`config.mk`:
```
export PLATFORM = sky130hd
export DESIGN_NAME = pipe_hazard_ctrl
export DESIGN_NICKNAME = d
export VERILOG_FILES = /design/src/rtl/pipe_hazard_ctrl.sv
export SDC_FILE = /design/constraint.sdc
export NUM_CORES = 1
export LEC_CHECK = 0
export CORE_ASPECT_RATIO = 1.25
export CORE_MARGIN = 2
export CORE_UTILIZATION = 40
export DETAILED_ROUTE_END_ITERATION = 6
export GPL_ROUTABILITY_DRIVEN = 0
export PLACE_DENSITY = 0.77
export RECOVER_POWER = 100
export SLEW_MARGIN = 20
export SYNTH_ARGS = -nofsm -noshare
export SYNTH_HDL_FRONTEND = slang
export SYNTH_SLANG_ARGS = --single-unit
```
`constraint.sdc`:
```
create_clock -name clk -period 2.16 [get_ports clk]
set_input_delay 0.324 -clock clk [delete_from_list [all_inputs] [get_ports clk]]
set_output_delay 0.324 -clock clk [all_outputs]
set_load 0.01 [all_outputs]
```
`src/rtl/pipe_hazard_ctrl.sv`:
```
// Hazard, stall, flush and forwarding controller for a 5-stage in-order pipeline.
// Tracks a destination scoreboard for EX/MEM/WB and sequences halt drain and memory stalls.
module pipe_hazard_ctrl #(
  parameter int REG_BITS = 3,
  parameter int FWD_EN   = 1,
  parameter int TMO_BITS = 4
) (
  input  logic                clk,
  input  logic                rst,
  input  logic                id_vld,
  input  logic [REG_BITS-1:0] id_rs,
  input  logic                id_rs_used,
  input  logic [REG_BITS-1:0] id_rt,
  input  logic                id_rt_used,
  input  logic [REG_BITS-1:0] id_rd,
  input  logic                id_reg_write,
  input  logic                id_mem_read,
  input  logic                id_halt,
  input  logic                mem_redirect,
  input  logic                mem_busy,
  output logic                pc_en,
  output logic                if_id_en,
  output logic                if_id_flush,
  output logic                id_ex_en,
  output logic                id_ex_flush,
  output logic                ex_mem_en,
  output logic                ex_mem_flush,
  output logic                mem_wb_en,
  output logic [1:0]          fwd_a_sel,
  output logic [1:0]          fwd_b_sel,
  output logic                halted,
  output logic                err
);

  typedef struct packed {
    logic                vld;
    logic [REG_BITS-1:0] rd;
    logic                rw;
    logic                mr;
    logic                halt;
  } slot_t;

  typedef enum logic [1:0] {RUN = 2'd0, DRAIN = 2'd1, HALT_ST = 2'd2} state_t;

  localparam bit                  FWD_ON  = (FWD_EN != 32'sd0);
  localparam logic [TMO_BITS-1:0] WD_MAX  = {TMO_BITS{1'b1}};
  localparam logic [TMO_BITS-1:0] WD_LAST = {{(TMO_BITS-1){1'b1}}, 1'b0};
  localparam logic [TMO_BITS-1:0] WD_ONE  = {{(TMO_BITS-1){1'b0}}, 1'b1};

  state_t              state, state_nxt;
  slot_t               ex_slot, mem_slot, wb_slot, id_slot;
  logic [TMO_BITS-1:0] wd;
  logic                hit_ex, hit_mem, hit_wb, load_use, advance, redirect, bubble;
  logic [1:0]          fa_nxt, fb_nxt;

  function automatic logic src_hit(input slot_t s, input logic [REG_BITS-1:0] src, input logic used);
    return used & s.vld & s.rw & (s.rd == src);
  endfunction

  // Newest producer wins: EX slot result before MEM slot write data.
  function automatic logic [1:0] fwd_sel(input slot_t ex, input slot_t mem,
                                         input logic [REG_BITS-1:0] src, input logic used);
    logic [1:0] sel;
    if (src_hit(ex, src, used)) begin
      sel = 2'd1;
    end else if (src_hit(mem, src, used)) begin
      sel = 2'd2;
    end else begin
      sel = 2'd0;
    end
    return sel;
  endfunction

  // RAW detection against the scoreboard and the ID/EX load decision.
  always_comb begin
    id_slot  = {id_vld, id_rd, id_reg_write, id_mem_read, id_halt};
    hit_ex   = src_hit(ex_slot, id_rs, id_rs_used) | src_hit(ex_slot, id_rt, id_rt_used);
    hit_mem  = src_hit(mem_slot, id_rs, id_rs_used) | src_hit(mem_slot, id_rt, id_rt_used);
    hit_wb   = src_hit(wb_slot, id_rs, id_rs_used) | src_hit(wb_slot, id_rt, id_rt_used);
    if (FWD_ON) begin
      load_use = id_vld & hit_ex & ex_slot.mr;
      fa_nxt   = fwd_sel(ex_slot, mem_slot, id_rs, id_rs_used);
      fb_nxt   = fwd_sel(ex_slot, mem_slot, id_rt, id_rt_used);
    end else begin
      load_use = id_vld & (hit_ex | hit_mem | hit_wb);
      fa_nxt   = 2'd0;
      fb_nxt   = 2'd0;
    end
    advance  = ~mem_busy & (state != HALT_ST);
    redirect = advance & mem_redirect;
    bubble   = mem_redirect | load_use | ~id_vld;
  end

  // Stage enables, flushes and next FSM state.
  always_comb begin
    pc_en        = 1'b0;
    if_id_en     = 1'b0;
    if_id_flush  = 1'b0;
    id_ex_en     = 1'b0;
    id_ex_flush  = 1'b0;
    ex_mem_en    = 1'b0;
    ex_mem_flush = 1'b0;
    mem_wb_en    = 1'b0;
    state_nxt    = state;
    if (advance) begin
      pc_en     = 1'b1;
      if_id_en  = 1'b1;
      id_ex_en  = 1'b1;
      ex_mem_en = 1'b1;
      mem_wb_en = 1'b1;
      if (redirect) begin
        if_id_flush  = 1'b1;
        id_ex_flush  = 1'b1;
        ex_mem_flush = 1'b1;
      end else if (load_use) begin
        pc_en       = 1'b0;
        if_id_en    = 1'b0;
        id_ex_flush = 1'b1;
      end else begin
        id_ex_flush = 1'b0;
      end
      // While draining, fetch stops and IF/ID keeps loading NOPs.
      if ((state == DRAIN) && !redirect) begin
        pc_en       = 1'b0;
        if_id_en    = 1'b1;
        if_id_flush = 1'b1;
      end else begin
        if_id_flush = if_id_flush;
      end
      case (state)
        RUN: begin
          if (!bubble && id_halt) state_nxt = DRAIN;
          else                    state_nxt = RUN;
        end
        DRAIN: begin
          if (wb_slot.vld && wb_slot.halt)                     state_nxt = HALT_ST;
          else if (redirect && !(mem_slot.vld && mem_slot.halt)) state_nxt = RUN;
          else                                                 state_nxt = DRAIN;
        end
        default: state_nxt = state;
      endcase
    end else begin
      state_nxt = state;
    end
  end

  // Scoreboard shift, forward-select registers, watchdog and FSM state.
  always_ff @(posedge clk or negedge rst) begin
    if (!rst) begin
      state     <= RUN;
      ex_slot   <= '0;
      mem_slot  <= '0;
      wb_slot   <= '0;
      fwd_a_sel <= 2'd0;
      fwd_b_sel <= 2'd0;
      wd        <= '0;
      err       <= 1'b0;
      halted    <= 1'b0;
    end else begin
      state  <= state_nxt;
      halted <= (state_nxt == HALT_ST);
      if (mem_busy) begin
        if (wd != WD_MAX) wd <= wd + WD_ONE;
        if (wd >= WD_LAST) err <= 1'b1;
      end else begin
        wd <= '0;
      end
      if (advance) begin
        wb_slot   <= mem_slot;
        mem_slot  <= redirect ? '0 : ex_slot;
        ex_slot   <= bubble ? '0 : id_slot;
        fwd_a_sel <= bubble ? 2'd0 : fa_nxt;
        fwd_b_sel <= bubble ? 2'd0 : fb_nxt;
      end
    end
  end

endmodule

```
==> results.json <==
{
  "grt_use_total_pct": 19.1,
  "hold_viol_final": 0,
  "worstHoldPathType": "flip-flop to flip-flop",
  "pin_count": 33,
  "cts_htree_levels": 1,
  "drcViolationCount": 0,
  "layout.nets": 212,
  "grt_pass1_vias": 1282,
  "grt_setup_unrepaired": "true",
  "wl_mm": 3.34,
  "cts.sinks": 27,
  "met3_length_um": 175,
  "dr.pass1.iters": 5,
  "grt_overflow": 0,
  "max_freq_ghz": 0.439,
  "start_util_pct": 42.3,
  "post-dp-hpwl_mm": 2.44,
  "regArea_um2": 677,
  "setup_tns_ns": -0.387,
  "synth-async-reset-ratio_pct": 100,
  "worst_slack_ns": -0.117,
  "grt_first_pass_wirelength_mm": 6.06,
  "r2r_cells": 5,
  "die_h_um": 69.6,
  "maxCapViolCount": 0,
  "cts_buffers": 3,
  "core_area_um2": 3250,
  "wl_per_cell_um": 14.7,
  "multi_input_area_um2": 662,
  "detailroute.wirelength.met2_mm": 1.67,
  "dieArea_um2": 3930,
  "path_clk_slew_ns": 0.09,
  "cpMaxStageDelayCell": "or4_4",
  "core.rowCount": 23,
  "drive_gt1_share_pct": 20.0,
  "tightest_slew_ns": 1.47,
  "slew_headroom_pct": 1.71,
  "hold_depth": 1,
  "antenna_cells": 0,
  "synth_cell_types": 33,
  "die_w_um": 56.4,
  "antenna_left": 0,
  "num_vias": 1246,
  "insertion_delay_ns": 0.27,
  "yosysSeqAreaShare_pct": 49.1,
  "synth.area.top_cells": "dfrtp_1, nand2_1, xor2_1",
  "cp_max_fo": 3,
  "critPathMaxStageDelay_ns": 0.53,
  "worstSetupEndpointType": "output pin",
  "worst-setup-path-type": "flip-flop to output pin",
  "finalCritPeriodShare_pct": 105,
  "violations": "setup timing",
  "synth_top_cell_by_area": "dfrtp_1",
  "highest_layer": "met4",
  "syn_to_final_growth_pct": 41.6,
  "slew_viol_final": 0,
  "grt_max_degree": 28,
  "critPathArrivalTime_ns": 1.95,
  "root_buffer": "clkbuf_8",
  "ys_ff_latch": 27,
  "ir_drop_uv": 395,
  "cp.required_ns": 1.84,
  "leakage_uw": 0.000945,
  "yosysMostFrequentCell": "nand2_1",
  "vias_per_cell": 5.49,
  "cts_tree": "built",
  "cp_cell_sequence": "xor2_1, or4_4, a21o_1, a21o_2, buf_6",
  "fin_hold_ws_ns": 0.476,
  "setup_violations": 6,
  "yosys.area.top_type_share_pct": 49.1,
  "fin_skew_ns": 0.00645,
  "drtIter0Drc": 39,
  "wl_met1_mm": 1.45,
  "cts_buffer_depth": 2,
  "syn_inst": 136,
  "power.density_nw_per_um2": 527,
  "synth_common_cells": "nand2_1, dfrtp_1, xor2_1",
  "synth_edf_count": 0,
  "ys_warn_count": 0,
  "nFillCells": 292,
  "period_needed_ns": 2.28,
  "status": "finished with violations",
  "netlist_area_um2": 1380,
  "ys.flop_type": "dfrtp_1",
  "synth.avg_cell_area_um2": 10.1,
  "antenna_found_initial": 0,
  "startpoint_type": "flip-flop",
  "io_buffer_count": 32,
  "synth_nets": 157
}
-- sequential cells by signal, indices dropped and copies added (netlist names) --
name,flops
state,2
err,1
fwd_a_sel,2
wd,4
mem_slot,6
fwd_b_sel,2
halted,1
wb_slot,2
ex_slot,7
-- critical path, delay by kind of cell (launching register included) --
| family | cells | cell delay [ns] |
|---|---|---|
| simple gates | 1 | 0.53 |
| compound gates | 2 | 0.43 |
| flops | 1 | 0.43 |
| xor+xnor | 1 | 0.16 |
| buf+inv | 1 | 0.12 |
-- cell families after synthesis --
family / synth area share (%)
and+or+nand+nor: 22.2
AOI/OAI and AO/OA: 14.5
xor gates and xnor gates: 8.28
buffers and inverters: 4.09
adders and majority gates: 1.82
DFF: 49.1
-- what timing repair did --
action | CTS | global route
hold buffers | 0 | 0
gates resized for setup | 22 | 4
setup buffers | 5 | 0
gates cloned | 0 | 0
hold endpoints to repair | 0 | 0
pin swaps | 7 | 2
endpoints found under the setup margin | 6 | 7
-- per-stage QoR --
stage	setup slack, ns	cells	utilization [%]	cell area, um2	power, uW
2_1_floorplan	0.157	136	-	1380	638
3_3_place_gp	-0.585	218	57.3	1860	748
3_5_place_dp	-0.600	218	57.3	1860	754
4_1_cts	-0.101	227	59.6	1940	1040
5_1_grt	-0.195	227	59.9	1950	1080
6_report	-0.117	227	59.9	1950	1030
-- cell usage in the layout (no fill, tap or decap), types with 6 or more instances in the layout --
cell,n
a32o_1,6
nand3b_1,6
dfrtp_1,26
clkdlybuf4s50_1,15
dlygate4sd3_1,8
nand2_1,28
buf_4,19
xor2_1,10
dlygate4sd2_1,6
-- per-layer routing --
metal	global-route usage, %	vias to the layer above
li1	-	592
met1	26.7	609
met2	29.7	40
met3	2.99	5
met4	6.88	0
met5	0	-
-- path summary, 6_finish.rpt --
check | startpoint | to | slack [ns]
max | ex_slot[5] | if_id_en | -0.12
max reg2reg | ex_slot[5] | ex_slot[1] | 0.28
min reg2reg | err | err | 0.48
min in group asynchronous | rst | mem_slot[6] | 0.93
min | err | err | 0.48
max in group asynchronous | rst | state[1] | 0.28
-- where the power goes --
| part | switching, uW | internal [uW] | total (uW) |
|---|---|---|---|
| Sequential | 24.1 | 529 | 553 |
| Combinational | 86.0 | 105 | 191 |
| Clock | 154 | 129 | 283 |
-- cell type report --
class	instances	area share [%]
Timing Repair Buffer	57	25.7
Multi-Input combinational cell	98	34.0
Inverter	4	0.771
Clock buffer	3	2.12
Sequential cell	27	34.8
Tap cell	37	2.38
Clock inverter	1	0.257
No activity file was read; power rests on OpenSTA's default activity.
